--- src/rtl/tensor_core_pkg.sv ---
// Shared definitions for the tensor core loader.
//   - default frame geometry (word pairs per frame, bits per word, idle gap)
//   - loader FSM state type
//   - counter width helpers
// No ports.
package tensor_core_pkg;

    localparam int WORDS_DEF      = 16;
    localparam int WIDTH_DEF      = 16;
    localparam int GAP_CYCLES_DEF = 1;

    typedef enum logic [1:0] {
        FILL,
        ARM,
        SHIFT,
        DONE
    } loader_state_t;

    // Bits needed to index n items (never less than one bit).
    function automatic int cnt_w(input int n);
        return (n <= 2) ? 1 : $clog2(n);
    endfunction

    localparam int WORD_IDX_W_DEF = cnt_w(WORDS_DEF);
    localparam int POS_W_DEF      = cnt_w(WIDTH_DEF + GAP_CYCLES_DEF + 1);
    localparam int LEN_W_DEF      = $clog2(WORDS_DEF + 1);

endpackage

--- src/rtl/tensor_core_loader_word_buf.sv ---
// loader_word_buf: WORDS x (2*WIDTH) register file holding one frame of
// {B, A} word pairs. Storage is deliberately not reset.
// Ports:
//   clk    in   clock
//   we     in   write enable
//   waddr  in   write index
//   wdata  in   {B, A} pair to store
//   raddr  in   read index
//   rdata  out  {B, A} pair at raddr (combinational read)
module loader_word_buf
    import tensor_core_pkg::*;
#(
    parameter int WORDS = WORDS_DEF,
    parameter int WIDTH = WIDTH_DEF
) (
    input  logic                      clk,
    input  logic                      we,
    input  logic [cnt_w(WORDS)-1:0]   waddr,
    input  logic [2*WIDTH-1:0]        wdata,
    input  logic [cnt_w(WORDS)-1:0]   raddr,
    output logic [2*WIDTH-1:0]        rdata
);

    logic [2*WIDTH-1:0] mem [WORDS];

    always_ff @(posedge clk) begin
        if (we) begin
            mem[waddr] <= wdata;
        end
    end

    assign rdata = mem[raddr];

endmodule

--- src/rtl/tensor_core_loader.sv ---
// tensor_core_loader: buffers one frame of A/B word pairs and replays it to
// the bit-serial tensor core as two lock-step LSB-first streams, WIDTH data
// bits per word followed by GAP_CYCLES idle cycles. The core is held in reset
// for one cycle before every frame.
//
// Optional build macro: LOADER_PINGPONG_EN (two banks, next frame loads while
// the current one shifts; back-to-back frames are separated by DONE+ARM).
//
// Ports:
//   clk, rst_n       clock, async active-low reset
//   in_valid/ready   pair handshake; in_a/in_b data, in_last ends a frame
//   serial_a/b       registered serial bits to the core
//   core_rst_n       registered active-low reset to the core
//   busy             frame arming or shifting
//   frame_done       one-cycle pulse after the last gap cycle
//   err_len          one-cycle pulse on a frame length mismatch
//
// state | meaning
// FILL  | accepting pairs into the write bank
// ARM   | one cycle, core held in reset
// SHIFT | streaming WORDS x (WIDTH + GAP_CYCLES) cycles
// DONE  | one cycle, frame_done pulse
module tensor_core_loader
    import tensor_core_pkg::*;
#(
    parameter int WORDS      = WORDS_DEF,
    parameter int WIDTH      = WIDTH_DEF,
    parameter int GAP_CYCLES = GAP_CYCLES_DEF
) (
    input  logic             clk,
    input  logic             rst_n,
    input  logic             in_valid,
    output logic             in_ready,
    input  logic [WIDTH-1:0] in_a,
    input  logic [WIDTH-1:0] in_b,
    input  logic             in_last,
    output logic             serial_a,
    output logic             serial_b,
    output logic             core_rst_n,
    output logic             busy,
    output logic             frame_done,
    output logic             err_len
);

    localparam int WIDX_W   = cnt_w(WORDS);
    localparam int LEN_W    = $clog2(WORDS + 1);
    localparam int BIT_W    = cnt_w(WIDTH);
    localparam int POS_W    = cnt_w(WIDTH + GAP_CYCLES + 1);
    localparam int LAST_POS = WIDTH + GAP_CYCLES - 1;

    loader_state_t     state, state_n;
    logic [WIDX_W-1:0] word_cnt, word_n;
    logic [POS_W-1:0]  pos_cnt, pos_n;
    logic [WIDX_W-1:0] wr_idx;

    logic              xfer, xfer_final, len_err;
    logic              cur_ready, alt_ready;
    logic [2*WIDTH-1:0] rd_word;
    logic [LEN_W-1:0]  rd_len;
    logic [LEN_W-1:0]  new_len;

    logic [WIDTH-1:0]  rd_a, rd_b;
    logic [BIT_W-1:0]  bit_sel;
    logic              serial_a_d, serial_b_d;

    assign xfer       = in_valid && in_ready;
    assign xfer_final = xfer && (in_last || (wr_idx == WIDX_W'(WORDS - 1)));
    // Mismatch when in_last disagrees with "this is the WORDS-th pair":
    // early in_last, or a full frame without in_last.
    assign len_err    = xfer && (in_last != (wr_idx == WIDX_W'(WORDS - 1)));
    assign new_len    = LEN_W'(wr_idx) + LEN_W'(1);

`ifdef LOADER_PINGPONG_EN
    logic             wr_bank, rd_bank;
    logic [1:0]       bank_full;
    logic [LEN_W-1:0] bank_len [2];
    logic [2*WIDTH-1:0] rdata0, rdata1;

    loader_word_buf #(.WORDS(WORDS), .WIDTH(WIDTH)) u_buf0 (
        .clk   (clk),
        .we    (xfer && !wr_bank),
        .waddr (wr_idx),
        .wdata ({in_b, in_a}),
        .raddr (word_n),
        .rdata (rdata0)
    );

    loader_word_buf #(.WORDS(WORDS), .WIDTH(WIDTH)) u_buf1 (
        .clk   (clk),
        .we    (xfer && wr_bank),
        .waddr (wr_idx),
        .wdata ({in_b, in_a}),
        .raddr (word_n),
        .rdata (rdata1)
    );

    assign rd_word  = rd_bank ? rdata1 : rdata0;
    assign rd_len   = bank_len[rd_bank];
    assign in_ready = !bank_full[wr_bank];
    // A bank that completes in this very cycle counts as ready, so the
    // final-pair-to-ARM latency stays at one cycle.
    assign cur_ready = bank_full[rd_bank]  || (xfer_final && (wr_bank == rd_bank));
    assign alt_ready = bank_full[!rd_bank] || (xfer_final && (wr_bank != rd_bank));

    always_ff @(posedge clk or negedge rst_n) begin
        if (!rst_n) begin
            wr_bank     <= 1'b0;
            rd_bank     <= 1'b0;
            bank_full   <= 2'b00;
            bank_len[0] <= '0;
            bank_len[1] <= '0;
        end else begin
            if (xfer_final) begin
                bank_full[wr_bank] <= 1'b1;
                bank_len[wr_bank]  <= new_len;
                wr_bank            <= !wr_bank;
            end
            // The write bank never equals the read bank while the latter is
            // full, so these two updates never touch the same entry.
            if (state == DONE) begin
                bank_full[rd_bank] <= 1'b0;
                rd_bank            <= !rd_bank;
            end
        end
    end
`else
    logic [LEN_W-1:0] frame_len;

    loader_word_buf #(.WORDS(WORDS), .WIDTH(WIDTH)) u_buf0 (
        .clk   (clk),
        .we    (xfer),
        .waddr (wr_idx),
        .wdata ({in_b, in_a}),
        .raddr (word_n),
        .rdata (rd_word)
    );

    assign rd_len    = frame_len;
    assign in_ready  = (state == FILL);
    assign cur_ready = xfer_final;
    assign alt_ready = 1'b0;

    always_ff @(posedge clk or negedge rst_n) begin
        if (!rst_n) begin
            frame_len <= '0;
        end else if (xfer_final) begin
            frame_len <= new_len;
        end
    end
`endif

    always_ff @(posedge clk or negedge rst_n) begin
        if (!rst_n) begin
            wr_idx <= '0;
        end else if (xfer) begin
            wr_idx <= xfer_final ? '0 : wr_idx + WIDX_W'(1);
        end
    end

    always_comb begin
        state_n = state;
        word_n  = word_cnt;
        pos_n   = pos_cnt;
        unique case (state)
            FILL: begin
                if (cur_ready) begin
                    state_n = ARM;
                end
            end
            ARM: begin
                state_n = SHIFT;
                word_n  = '0;
                pos_n   = '0;
            end
            SHIFT: begin
                if (pos_cnt == POS_W'(LAST_POS)) begin
                    pos_n = '0;
                    if (word_cnt == WIDX_W'(WORDS - 1)) begin
                        state_n = DONE;
                        word_n  = '0;
                    end else begin
                        word_n = word_cnt + WIDX_W'(1);
                    end
                end else begin
                    pos_n = pos_cnt + POS_W'(1);
                end
            end
            DONE: begin
                state_n = alt_ready ? ARM : FILL;
            end
            default: begin
                state_n = FILL;
            end
        endcase
    end

    // Serial bits are computed for the position the next cycle will hold,
    // then registered; words beyond a short frame's length read as zero.
    assign rd_a    = rd_word[WIDTH-1:0];
    assign rd_b    = rd_word[2*WIDTH-1:WIDTH];
    assign bit_sel = pos_n[BIT_W-1:0];

    always_comb begin
        serial_a_d = 1'b0;
        serial_b_d = 1'b0;
        if ((state_n == SHIFT) && (int'(pos_n) < WIDTH) &&
            (int'(word_n) < int'(rd_len))) begin
            serial_a_d = rd_a[bit_sel];
            serial_b_d = rd_b[bit_sel];
        end
    end

    always_ff @(posedge clk or negedge rst_n) begin
        if (!rst_n) begin
            state      <= FILL;
            word_cnt   <= '0;
            pos_cnt    <= '0;
            serial_a   <= 1'b0;
            serial_b   <= 1'b0;
            core_rst_n <= 1'b0;
            err_len    <= 1'b0;
        end else begin
            state    <= state_n;
            word_cnt <= word_n;
            pos_cnt  <= pos_n;
            serial_a <= serial_a_d;
            serial_b <= serial_b_d;
            err_len  <= len_err;
            // Released on entering SHIFT and left high after DONE so the
            // core can drain its results.
            if (state_n == ARM) begin
                core_rst_n <= 1'b0;
            end else if (state_n == SHIFT) begin
                core_rst_n <= 1'b1;
            end
        end
    end

    assign busy       = (state == ARM) || (state == SHIFT);
    assign frame_done = (state == DONE);

endmodule

--- config.mk ---
export PLATFORM = sky130hd
export DESIGN_NAME = tensor_core_loader
export DESIGN_NICKNAME = d
export VERILOG_FILES = /design/src/rtl/tensor_core_pkg.sv /design/src/rtl/tensor_core_loader_word_buf.sv /design/src/rtl/tensor_core_loader.sv
export SDC_FILE = /design/constraint.sdc
export NUM_CORES = 1
export LEC_CHECK = 0
export CORE_MARGIN = 2
export CORE_UTILIZATION = 45
export CTS_CLUSTER_SIZE = 14
export DETAILED_ROUTE_END_ITERATION = 12
export PLACE_DENSITY = 0.69
export SYNTH_ARGS = -nofsm -noshare
export SYNTH_HDL_FRONTEND = slang
export SYNTH_SLANG_ARGS = --single-unit
export TNS_END_PERCENT = 100
--- constraint.sdc ---
create_clock -name clk -period 5.25 [get_ports clk]
set_input_delay 1.575 -clock clk [delete_from_list [all_inputs] [get_ports clk]]
set_output_delay 1.575 -clock clk [all_outputs]
set_load 0.02 [all_outputs]
* After elaboration in Yosys (flattened, before gate mapping)
Memory sizes are Yosys's and may differ from the RTL's. Index checks and enable logic that the tools add are counted.
Storage, ports and cells: memories 1, input bits 36, bits in writable memories 512, flip-flop bits (word level) 24, output and inout bits 7
Operators by class: order comparisons 3, reduce and logical (&&, ||, !) cells 9, $add $sub $neg 4, multiplexer cells 20, equal/unequal tests 9
Memories:
- u_buf0.mem | depth 16, width 32, rd ports 1, clocked after memory_dff 0, wr ports 1, RTL line tensor_core_loader_word_buf.sv:24 | logic [2*WIDTH-1:0] mem [WORDS];
Operator list (count):
- 4-bit 2-to-1 mux | 3
- 5-bit case mux with 2 select lines | 1
- 4-bit by 1-bit adder with 4-bit output (second input constant) | 2
- 1-bit binary-select mux with 4-bit select | 2
- 4-bit == test (second input constant) | 2
- 1-bit 2-to-1 mux | 8
- 2-bit case mux with 4 select lines | 1
- 4-bit case mux with 2 select lines | 1
- 2-bit == test (second input constant) | 3
- 2-bit 2-to-1 mux | 3
- 4-bit by 1-bit adder with 5-bit output (second input constant) | 1
- 5-bit by 1-bit adder with 5-bit output (second input constant) | 1
- 5-bit == test (second input constant) | 1
- 1-bit logical AND | 5
- 4-bit by 5-bit < comparator with 1-bit output | 1
- 4-bit by 5-bit < comparator with 1-bit output (second input constant) | 1
- 5-bit < comparator (second input constant) | 1
- 5-bit 2-to-1 mux | 1
- 2-bit by 1-bit == test with 1-bit output (second input constant) | 2
- 2-bit logical NOT | 1
- 1-bit logical OR | 2
- 2-bit nonzero test | 1
- 1-bit inequality test | 1

* Logic depth before layout (Yosys ltp)
Gate-level depths: netlist of the first run.
depth in word-level cells 9, mapped depth 16

* Hierarchy
Synthesis of the first run repeated with hierarchy kept, for this count alone.
Second synthesis, totals: cells, all modules 1006, area, all modules 20931.3 um2
By module, submodules not included:
- loader_word_buf | instances 1, cells an instance 806, sequential area each 15374.7 um2, area each 19213.4 um2
- tensor_core_loader | instances 1, cells an instance 200, sequential area each 600.6 um2, area each 1717.9 um2

* Worst setup path before layout of the first run
Ideal clock, no wire load.
path kind input-to-reg, start input in_valid, end memory u_buf0.mem[0][0] (netlist name), enable pin, path slack 0.492 ns, buffers on the path 1, cell stages on the path 4, data arrival time 4.297 ns, setup time 0.461 ns, cell sequence and2_1 clkbuf_1 nand2_1 nor3_1
Between the ends: cells in the longest elaborated chain, start to end 3
Ends and longest elaborated chain:
- from (decl) | RTL line tensor_core_loader.sv:32 | input logic in_valid,
- 1-bit logical AND | RTL line tensor_core_loader.sv:66 | assign xfer = in_valid && in_ready;
- 1-bit 2-to-1 mux | RTL line tensor_core_loader_word_buf.sv:27 | if (we) begin
- 1-bit 2-to-1 mux (not written as such) | RTL line tensor_core_loader_word_buf.sv:28 | mem[waddr] <= wdata;
- to (decl) | RTL line tensor_core_loader_word_buf.sv:24
Every way passes these cells.

* Final worst setup path of the first run
start register state[0], end register serial_b
RTL lines:
- from (decl) | RTL line tensor_core_loader.sv:51 | loader_state_t state, state_n;
- from (signal assigned) | RTL line tensor_core_loader.sv:223 | state <= state_n;
- 2-bit == test / 2-bit by 1-bit == test with 1-bit output (equally long branches) | RTL line tensor_core_loader.sv:164 | unique case (state)
- 5-bit case mux with 2 select lines * | RTL line tensor_core_loader.sv:164
- named net pos_n[0] | RTL line tensor_core_loader.sv:53 | logic [POS_W-1:0] pos_cnt, pos_n;
- 5-bit < comparator | RTL line tensor_core_loader.sv:206 | if ((state_n == SHIFT) && (int'(pos_n) < WIDTH) &&
- 1-bit logical AND (2 in series) | RTL line tensor_core_loader.sv:206
- 1-bit 2-to-1 mux * | RTL line tensor_core_loader.sv:206
- named net serial_b_d | RTL line tensor_core_loader.sv:64 | logic serial_a_d, serial_b_d;
- to (signal assigned) | RTL line tensor_core_loader.sv:227 | serial_b <= serial_b_d;
- to (decl) | RTL line tensor_core_loader.sv:38 | output logic serial_b,
The timed path passes the listed nets; every way through them passes the cells marked *. The select of a mux whose other input is x is not followed. A chain may end at the register's enable or synchronous reset.

==> results.txt, run 1 <==
status -> finished, final reports clean
top metal layer carrying routed signals -> met5
Cells after DPL -> 2,226
Synth cell types -> 60
Synth Warn # -> 0
clk_skew -> 14.36 ps
final critical-path share of the clock period -> 83.98%
Synthesized Nets -> 1,661
Mapped Area -> 21,560 um^2
unrepaired setup endpoints after global routing -> false
fin. max-slew vios -> 0
Worst Path Arrival -> 4890 ps
routed length per instance -> 23.79 um
port bufs -> 42
CORE AREA -> 47,550 um^2
CTS tree -> built
row cnt -> 80
number of remaining DRC errors -> 0
area of the die -> 49,680 um^2
Static Leak -> 8.292 nW
setup repair bufs after CTS -> 0
share of layout cells above drive strength 1 -> 8.782%
via count -> 13,730
Clock Sinks -> 536
Vias/cell -> 5.910
Final nets -> 1,718
HP Class -> reg2reg
Finished Layout Cells -> 2,323
PwrDens -> 344.6 nW/um^2
drt pass-1 iters -> 5
Max-Cap Viols -> 0
CP Class -> reg2reg
Top Family by Delay on Critical Path -> compound AO/OA/AOI/OAI gates
EDFF count, synth -> 512
Register Area -> 15,980 um^2
most numerous cell on the critical path -> nand2_1
Hold Path Stages -> 2
Detailed Place HPWL -> 30.51 mm
DRT antenna net count -> 0
peak supply drop -> 269.4 uV
Die Wd -> 222.9 um
CP Launch Type -> flop
first-pass GRT wire length -> 82.36 mm
CP bufs+invs -> 3
stages on the worst setup path -> 13
multi-input logic area -> 5094 um^2
CP Cell Sequence -> inv_1 > ha_1 > inv_1 > nand2_1 > o21a_1 > clkinv_1 > nand2_1 > a31oi_1 > nand4_1 > nand2_1 > a2111oi_0 > o21ai_0 > a22o_1
syn avg cell area -> 13.40 um^2
Worst-Margin Slew -> 1061 ps
f_max -> 226.8 MHz
Root Driver -> clkbuf_16
Hold-fix buffers, CTS -> 0
post-CTS sizing -> 0
CP peak stage delay -> 680 ps
Overall Power -> 0.008466 W
Routed met3 length -> 5.560 mm
Post-Route M1 WL -> 22.08 mm
Worst path slowest cell -> ha_1
Max-slew headroom -> 29.26%
number of global-route vias before repair -> 13,130
Final setup viols -> 0
CTS Buf Count -> 53
minimum clock period -> 4409 ps
Mapped Cells -> 1,609
routability congestion estimate -> 0.8477
sequential share of the synthesized area -> 74.09%
CP Max Fanout -> 22
worst path required time -> 5730 ps
Crit. End Element -> flop
Filler cells -> 3,835
ys flop type -> edfxtp_1
# diodes -> 0
drt first-iter violations -> 1,750
async set-reset flop share out of synthesis -> 4.478%
setup tns final -> 0 ps
R2R cell count -> 13
Post-Route WL -> 55.27 mm
Reg clk slew, reported paths -> 60 ps
H-tree Lvls -> 2
clk_lat worst skew -> 600 ps
WL met2 -> 25.60 mm
die height -> 222.9 um
antenna violations before repair -> 2
largest net degree at the start of global routing -> 126
GRT Total Usage -> 22.22%
Clock Path Buffers -> 3
area growth from synthesis to layout -> 13.93%
boundary pin count -> 43
Starting Density -> 45.35%
FF+latch count, synth -> 536
global route overflow -> 0
final hold violation count -> 0
cell usage after synthesis, drive strengths merged, types with 6 or more instances:
library cell,number,share of area (%)
nand4,50,1.5
a32oi,24,0.97
a21oi,51,1.2
o21ai,28,0.68
nor3,9,0.21
nand2b,6,0.17
nor2,24,0.49
edfxtp,512,71
mux2i,29,1.3
nand2,458,8.0
a31oi,56,1.6
and3,11,0.32
dfrtp,24,2.8
nand3,143,3.3
inv,19,0.35
buf,67,2.0
clkbuf,24,0.42
ha,16,0.93
cell families (layout without fill, tap and decap cells):
kind of cell	count (synthesis)	after routing	share of synthesized area, %
buf+inv	112	211	2.844
xor+xnor	3	3	0.1219
compound gates	199	199	6.082
simple gates	713	713	14.53
mux	30	30	1.399
flops	536	536	74.09
fa+ha+maj	16	16	0.9285
area by class of cell:
cell class	count	area share, %
sequential	536	65.04
multi-input combinational	961	20.74
inverter	21	0.3515
tap	615	3.133
timing repair buffer	93	3.881
clock inverter	26	1.014
clock buffer	71	5.848
metal layers:
metal,vias up,GRT usage [%]
met5,-,0
met4,4,8.335
met3,136,4.478
met2,694,34.92
met1,6809,30.82
li1,6087,-
state kept, by name, summed over array words and instances, names as in the netlist:
name and count:
wr_idx 4, serial_b 1, state 2, word_cnt 4
frame_len 5, pos_cnt 5, serial_a 1, err_len 1
u_buf0.mem 512, core_rst_n 1
stage by stage:
step	instance area (um^2)	util, %	hold slack (ps)	setup WS (ps)
2_1_floorplan	21560	-	449.5	491.7
4_1_cts	24560	51.66	487.5	989.1
3_5_place_dp	22880	48.12	473.7	1019
3_3_place_gp	22880	48.12	467.7	1047
6_report	24560	51.66	479.6	840.8
5_1_grt	24560	51.66	511.8	678.9
worst min-delay path, delay by kind of cell, from the launching register on:
family	cells	cell delay (ps)
DFF	1	340
and+or+nand+nor	1	40
AOI/OAI and AO/OA	1	60
worst paths after layout:
path | end | start | slack [ps]
worst min-delay path | core_rst_n | core_rst_n | 480
min in group asynchronous | state[1] | rst_n | 1230
max in group asynchronous | serial_b | rst_n | 3420
worst max register to register | serial_b | state[0] | 840
worst min register to register | core_rst_n | core_rst_n | 480
worst max-delay path | serial_b | state[0] | 840
cell usage in the layout, fill, tap and decap left out, types with 6 or more instances in the layout:
cell type and instances:
a21oi_1 51, a31oi_1 56, a32oi_1 24, and3_1 11, buf_12 12, buf_4 39
clkbuf_1 16, clkbuf_16 55, clkdlybuf4s50_1 42, clkinv_1 13, clkinv_2 8, dfrtp_1 24
edfxtp_1 512, ha_1 16, inv_1 18, mux2i_1 29, nand2_1 457, nand2b_1 6
nand3_1 143, nand4_1 50, nor2_1 11, nor2_4 12, o21ai_0 24
power by group:
group	switching, W	leakage (nW)	internal (W)	total (W)
sequential	0	4.88	0.00468	0.00468
combinational	0.0000600	2.58	0.0000241	0.0000841
clock	0.00154	0.825	0.00216	0.00370
total	0.00160	8.29	0.00686	0.00847
(Power assumes the default switching activity.)
==> run 2: changes to the inputs <==
==> constraint.sdc (replaced) <==
create_clock -name clk -period 4.2 [get_ports clk]
set_input_delay 1.26 -clock clk [delete_from_list [all_inputs] [get_ports clk]]
set_output_delay 1.26 -clock clk [all_outputs]
set_load 0.02 [all_outputs]
==> results.txt, run 2 (synthesized netlist as in run 1, its figures left out) <==
hold path startpoint -> core_rst_n
Crit. End Element -> flop
met1 usage -> 30.98%
via count -> 13,850
unrepaired setup endpoints after global routing -> false
global route overflow -> 0
clk_skew -> 18.93 ps
CP Class -> reg2reg
Overall Power -> 0.01041 W
row cnt -> 80
CTS tree -> built
CTS Buf Count -> 54
drt first-iter violations -> 1,998
HP Class -> reg2reg
antenna violations before repair -> 2
Vias/cell -> 5.906
Hold WS -> 485.7 ps
Register Area -> 15,980 um^2
status -> finished, final reports clean
final critical-path share of the clock period -> 94.04%
CP Launch Type -> flop
Sw Ratio -> 19.51%
multi-input logic area -> 5124 um^2
largest net degree at the start of global routing -> 81
capture point of the worst path -> serial_a
Filler cells -> 3,819
clk_lat worst skew -> 600 ps
Flop pwr share -> 56.2%
Final nets -> 1,740
Worst Path Arrival -> 4460 ps
reg2reg setup slack -> 250 ps
peak supply drop -> 294.4 uV
H-tree Lvls -> 2
GR peak layer -> met2
PwrDens -> 420.9 nW/um^2
Static Leak -> 8.346 nW
Post-Route WL -> 56.44 mm
setup ws final -> 250.4 ps
Clock Sinks -> 536
commonest non-fill, non-tap cell in the layout -> edfxtp_1
CORE AREA -> 47,550 um^2
Int Pwr -> 0.008381 W
GRT met3 Usage -> 4.530%
reg-to-reg endpoint -> serial_a
Die Wd -> 222.9 um
biggest regs -> u_buf0.mem: 512 flops, frame_len: 5 flops, pos_cnt: 5 flops
GRT Total Usage -> 22.63%
routed length per instance -> 24.07 um
Max-slew headroom -> 28.15%
fin. max-slew vios -> 0
area of the die -> 49,680 um^2
setup slack at placement -> 192.0 ps
Starting Density -> 45.35%
clock share of power -> 42.8%
met2 GRT Util -> 36.00%
final hold violation count -> 0
Root Driver -> clkbuf_16
setup tns final -> 0 ps
Comb power frac -> 1.0%
first-pass GRT wire length -> 83.84 mm
DRT antenna net count -> 0
minimum clock period -> 3950 ps
CP Max Fanout -> 15
area growth from synthesis to layout -> 14.75%
Worst-Margin Slew -> 1074 ps
worst setup path start -> state[0]
die height -> 222.9 um
drt pass-1 iters -> 6
Reg with most FFs -> u_buf0.mem
Cells after DPL -> 2,245
routability congestion estimate -> 0.8108
share of layout cells above drive strength 1 -> 9.659%
worst path required time -> 4710 ps
most frequent cells in the layout -> edfxtp_1 (512), nand2_1 (457), nand3_1 (143)
Clock Path Buffers -> 3
Detailed Place HPWL -> 31.01 mm
number of global-route vias before repair -> 13,400
Finished Layout Cells -> 2,345
Reg clk slew, reported paths -> 60 ps
Crit Reg-Reg Startpoint -> state[0]
Max-Cap Viols -> 0
Final setup viols -> 0
boundary pin count -> 43
R2R cell count -> 13
f_max -> 253.2 MHz
number of flip-flops in the largest register -> 512
port bufs -> 42
number of remaining DRC errors -> 0
Net Switching -> 0.002032 W
run 2: changes by cell type in the layout (fill, tap and decap cells not counted), sizes merged:
cell      before  now
clkbuf        71   66
bufinv         5    2
diode          0    1
clkinv        22   28
buf           51   72
clkinvlp       0    2
run 2: critical path, stage by stage, from the launching register on:
cell	delay (ps)
dfrtp_1	370
inv_1	70
ha_1	560
inv_1	260
o41ai_1	380
o21ba_2	210
inv_1	230
buf_4	330
ha_1	280
a21oi_1	120
nor2_1	80
nor3b_1	640
nand2_1	110
o221ai_1	220
run 2: layout make-up:
class / count / area share (%)
Sequential cell: 536 / 64.57
Multi-Input combinational cell: 961 / 20.71
Clock buffer: 66 / 5.730
Timing Repair Buffer: 114 / 4.744
Tap cell: 615 / 3.110
Clock inverter: 31 / 0.7738
Inverter: 21 / 0.3490
Antenna cell: 1 / 0.01011
run 2: stage by stage:
| stage | util, % | area [um^2] |
|---|---|---|
| finish | 52.03 | 24740 |
| global route | 52.03 | 24740 |
| CTS | 51.99 | 24720 |
| detailed placement | 48.60 | 23110 |
| global placement | 48.60 | 23110 |
| floorplan | - | 21580 |
run 2: worst min-delay path by stage:
stage	endpoint	slack, ps	depth (start not counted)
floorplan	frame_len[0]	450	2
global placement	frame_len[4]	470	2
detailed placement	core_rst_n	480	2
CTS	core_rst_n	490	2
global route	core_rst_n	530	2
finish	core_rst_n	490	2
run 2: power by group through the flow:
stage / clock, W / sequential [W] / combinational (W)
after global placement: 0 / 0.00596 / 0.0000982
after global routing: 0.00469 / 0.00585 / 0.000114
after detailed placement: 0 / 0.00596 / 0.000103
after CTS: 0.00450 / 0.00585 / 0.000104
final: 0.00446 / 0.00585 / 0.000104
after floorplan: 0 / 0.00596 / 0.00000172
run 2: per-layer routing:
layer  share of wire (%)  up-vias
li1                    -     6131
met1                  40     6906
met2                  47      681
met3                 9.1      128
met4                 3.2        4
met5               0.058        -
run 2: what timing repair did:
action | CTS | global route
hold endpoints to repair | 0 | 0
gates resized for setup | 0 | 1
buffers inserted | 0 | 2
setup endpoints to repair | 0 | 2
hold buffers | 0 | 0
==> run 3: changes to the inputs <==
--- a/config.mk
+++ b/config.mk
@@ -10,6 +10,7 @@
 export CTS_CLUSTER_SIZE = 14
 export DETAILED_ROUTE_END_ITERATION = 12
 export PLACE_DENSITY = 0.69
+export RECOVER_POWER = 25
 export SYNTH_ARGS = -nofsm -noshare
 export SYNTH_HDL_FRONTEND = slang
 export SYNTH_SLANG_ARGS = --single-unit
==> constraint.sdc (replaced) <==
create_clock -name clk -period 4.2 [get_ports clk]
set_input_delay 1.26 -clock clk [delete_from_list [all_inputs] [get_ports clk]]
set_output_delay 1.26 -clock clk [all_outputs]
set_load 0.05 [all_outputs]
==> results.txt, run 3 (synthesized netlist as in run 1, its figures left out) <==
Post-Route WL -> 56.59 mm
fin. max-slew vios -> 24
number of remaining DRC errors -> 0
Top Family by Delay on Critical Path -> compound AO/OA/AOI/OAI gates
row cnt -> 80
PwrDens -> 420.6 nW/um^2
clk_lat worst skew -> 590 ps
HP Class -> reg2reg
status -> complete, but fails checks
Reg clk slew, reported paths -> 60 ps
CORE AREA -> 47,550 um^2
area of the die -> 49,680 um^2
Worst-Margin Slew -> 1505 ps
Static Leak -> 8.350 nW
Final setup viols -> 0
CTS Buf Count -> 54
Worst Path Arrival -> 4450 ps
Filler cells -> 3,821
drt first-iter violations -> 2,011
largest net degree at the start of global routing -> 81
Worst path slowest cell -> nor3b_1
Final nets -> 1,740
Int Pwr -> 0.008376 W
routability congestion estimate -> 0.8108
biggest regs -> u_buf0.mem: 512 flops, frame_len: 5 flops, pos_cnt: 5 flops
Hold WS -> 485.7 ps
worst path required time -> 4700 ps
final hold violation count -> 0
GRT Total Usage -> 22.63%
number of global-route vias before repair -> 13,400
final critical-path share of the clock period -> 93.90%
Clock Sinks -> 536
area growth from synthesis to layout -> 14.73%
routed length per instance -> 24.13 um
CP Max Fanout -> 15
CP Launch Type -> flop
CP Cell Sequence -> inv_1 > ha_1 > inv_1 > o41ai_1 > o21ba_2 > inv_1 > buf_4 > ha_1 > a21oi_1 > nor2_1 > nor3b_1 > nand2_1 > o221ai_1
failing checks -> max-capacitance violations, max-slew violations
global route overflow -> 0
Vias/cell -> 5.922
CTS tree -> built
via count -> 13,890
most frequent cells in the layout -> edfxtp_1 (512), nand2_1 (457), nand3_1 (143)
Die Wd -> 222.9 um
multi-input logic area -> 5124 um^2
drt pass-1 iters -> 5
Root Driver -> clkbuf_16
Register Area -> 15,980 um^2
Starting Density -> 45.35%
clock share of power -> 42.8%
CP peak stage delay -> 630 ps
minimum clock period -> 3944 ps
Max-slew headroom -> -0.3602%
Net Switching -> 0.002027 W
Reg with most FFs -> u_buf0.mem
Crit. End Element -> flop
die height -> 222.9 um
Flop pwr share -> 56.3%
Sw Ratio -> 19.48%
boundary pin count -> 43
number of flip-flops in the largest register -> 512
most numerous cell on the critical path -> inv_1
DRT antenna net count -> 0
commonest non-fill, non-tap cell in the layout -> edfxtp_1
port bufs -> 42
peak supply drop -> 296.1 uV
clk_skew -> 14.09 ps
CP Class -> reg2reg
first-pass GRT wire length -> 83.84 mm
Max-Cap Viols -> 1
f_max -> 253.6 MHz
unrepaired setup endpoints after global routing -> false
Clock Path Buffers -> 3
H-tree Lvls -> 2
share of layout cells above drive strength 1 -> 9.543%
setup tns final -> 0 ps
Detailed Place HPWL -> 31.01 mm
antenna violations before repair -> 3
Comb power frac -> 1.0%
CP bufs+invs -> 4
[run 3: timing repair]
action                                  CTS  global route
gates resized for setup                   0             1
hold buffers                              0             0
endpoints found under the setup margin    0             2
setup buffers                             0             2
[run 3: worst paths after layout]
| path | startpoint | to | slack, ps | depth (start not counted) |
|---|---|---|---|---|
| setup / recovery | state[0] | serial_a | 260 | 13 |
| hold / removal | core_rst_n | core_rst_n | 490 | 2 |
| setup reg to reg | state[0] | serial_a | 260 | 13 |
| hold reg to reg | core_rst_n | core_rst_n | 490 | 2 |
| max in group asynchronous | rst_n | serial_b | 1760 | 2 |
| min in group asynchronous | rst_n | pos_cnt[4] | 1560 | 2 |
[run 3: routing by layer]
layer / vias up / GRT usage (%) / wire [um]
met4: 4 / 8.573 / 1787
met1: 6960 / 30.98 / 22830
met3: 126 / 4.530 / 5121
li1: 6129 / - / -
met5: - / 0 / 33
met2: 668 / 36.00 / 26820
[run 3: area by class of cell]
class | instances | share of cell area (%)
Tap cell | 615 | 3.111
Clock buffer | 66 | 5.731
Multi-Input combinational cell | 961 | 20.71
Inverter | 21 | 0.3490
Clock inverter | 31 | 0.7739
Sequential cell | 536 | 64.58
Timing Repair Buffer | 114 | 4.729
Antenna cell | 1 | 0.01012
[run 3: worst reg2reg max path, delay by kind of cell, from the launching register on]
family / cells / cell delay, ps
fa+ha+maj: 2 / 840
compound gates: 4 / 930
simple gates: 3 / 820
flops: 1 / 370
buf+inv: 4 / 890
[run 3: power by group through the flow]
stage	sequential (W)	combinational (W)	clock, W
6_report	0.00585	0.000101	0.00445
5_1_grt	0.00585	0.000110	0.00469
4_1_cts	0.00585	0.000104	0.00450
3_5_place_dp	0.00596	0.000103	0
3_3_place_gp	0.00596	0.0000982	0
2_1_floorplan	0.00596	0.00000172	0
[run 3: stage by stage]
step | cell area (um^2) | utilization (%) | power [W] | cells | setup slack [ps]
6_report | 24740 | 52.03 | 0.01040 | 2345 | 256.2
5_1_grt | 24730 | 52.02 | 0.01065 | 2344 | 63.64
4_1_cts | 24720 | 51.99 | 0.01046 | 2342 | 255.8
3_5_place_dp | 23110 | 48.60 | 0.006068 | 2245 | 192.0
3_3_place_gp | 23110 | 48.60 | 0.006062 | 2245 | 245.0
2_1_floorplan | 21580 | - | 0.005967 | 1609 | 609.3
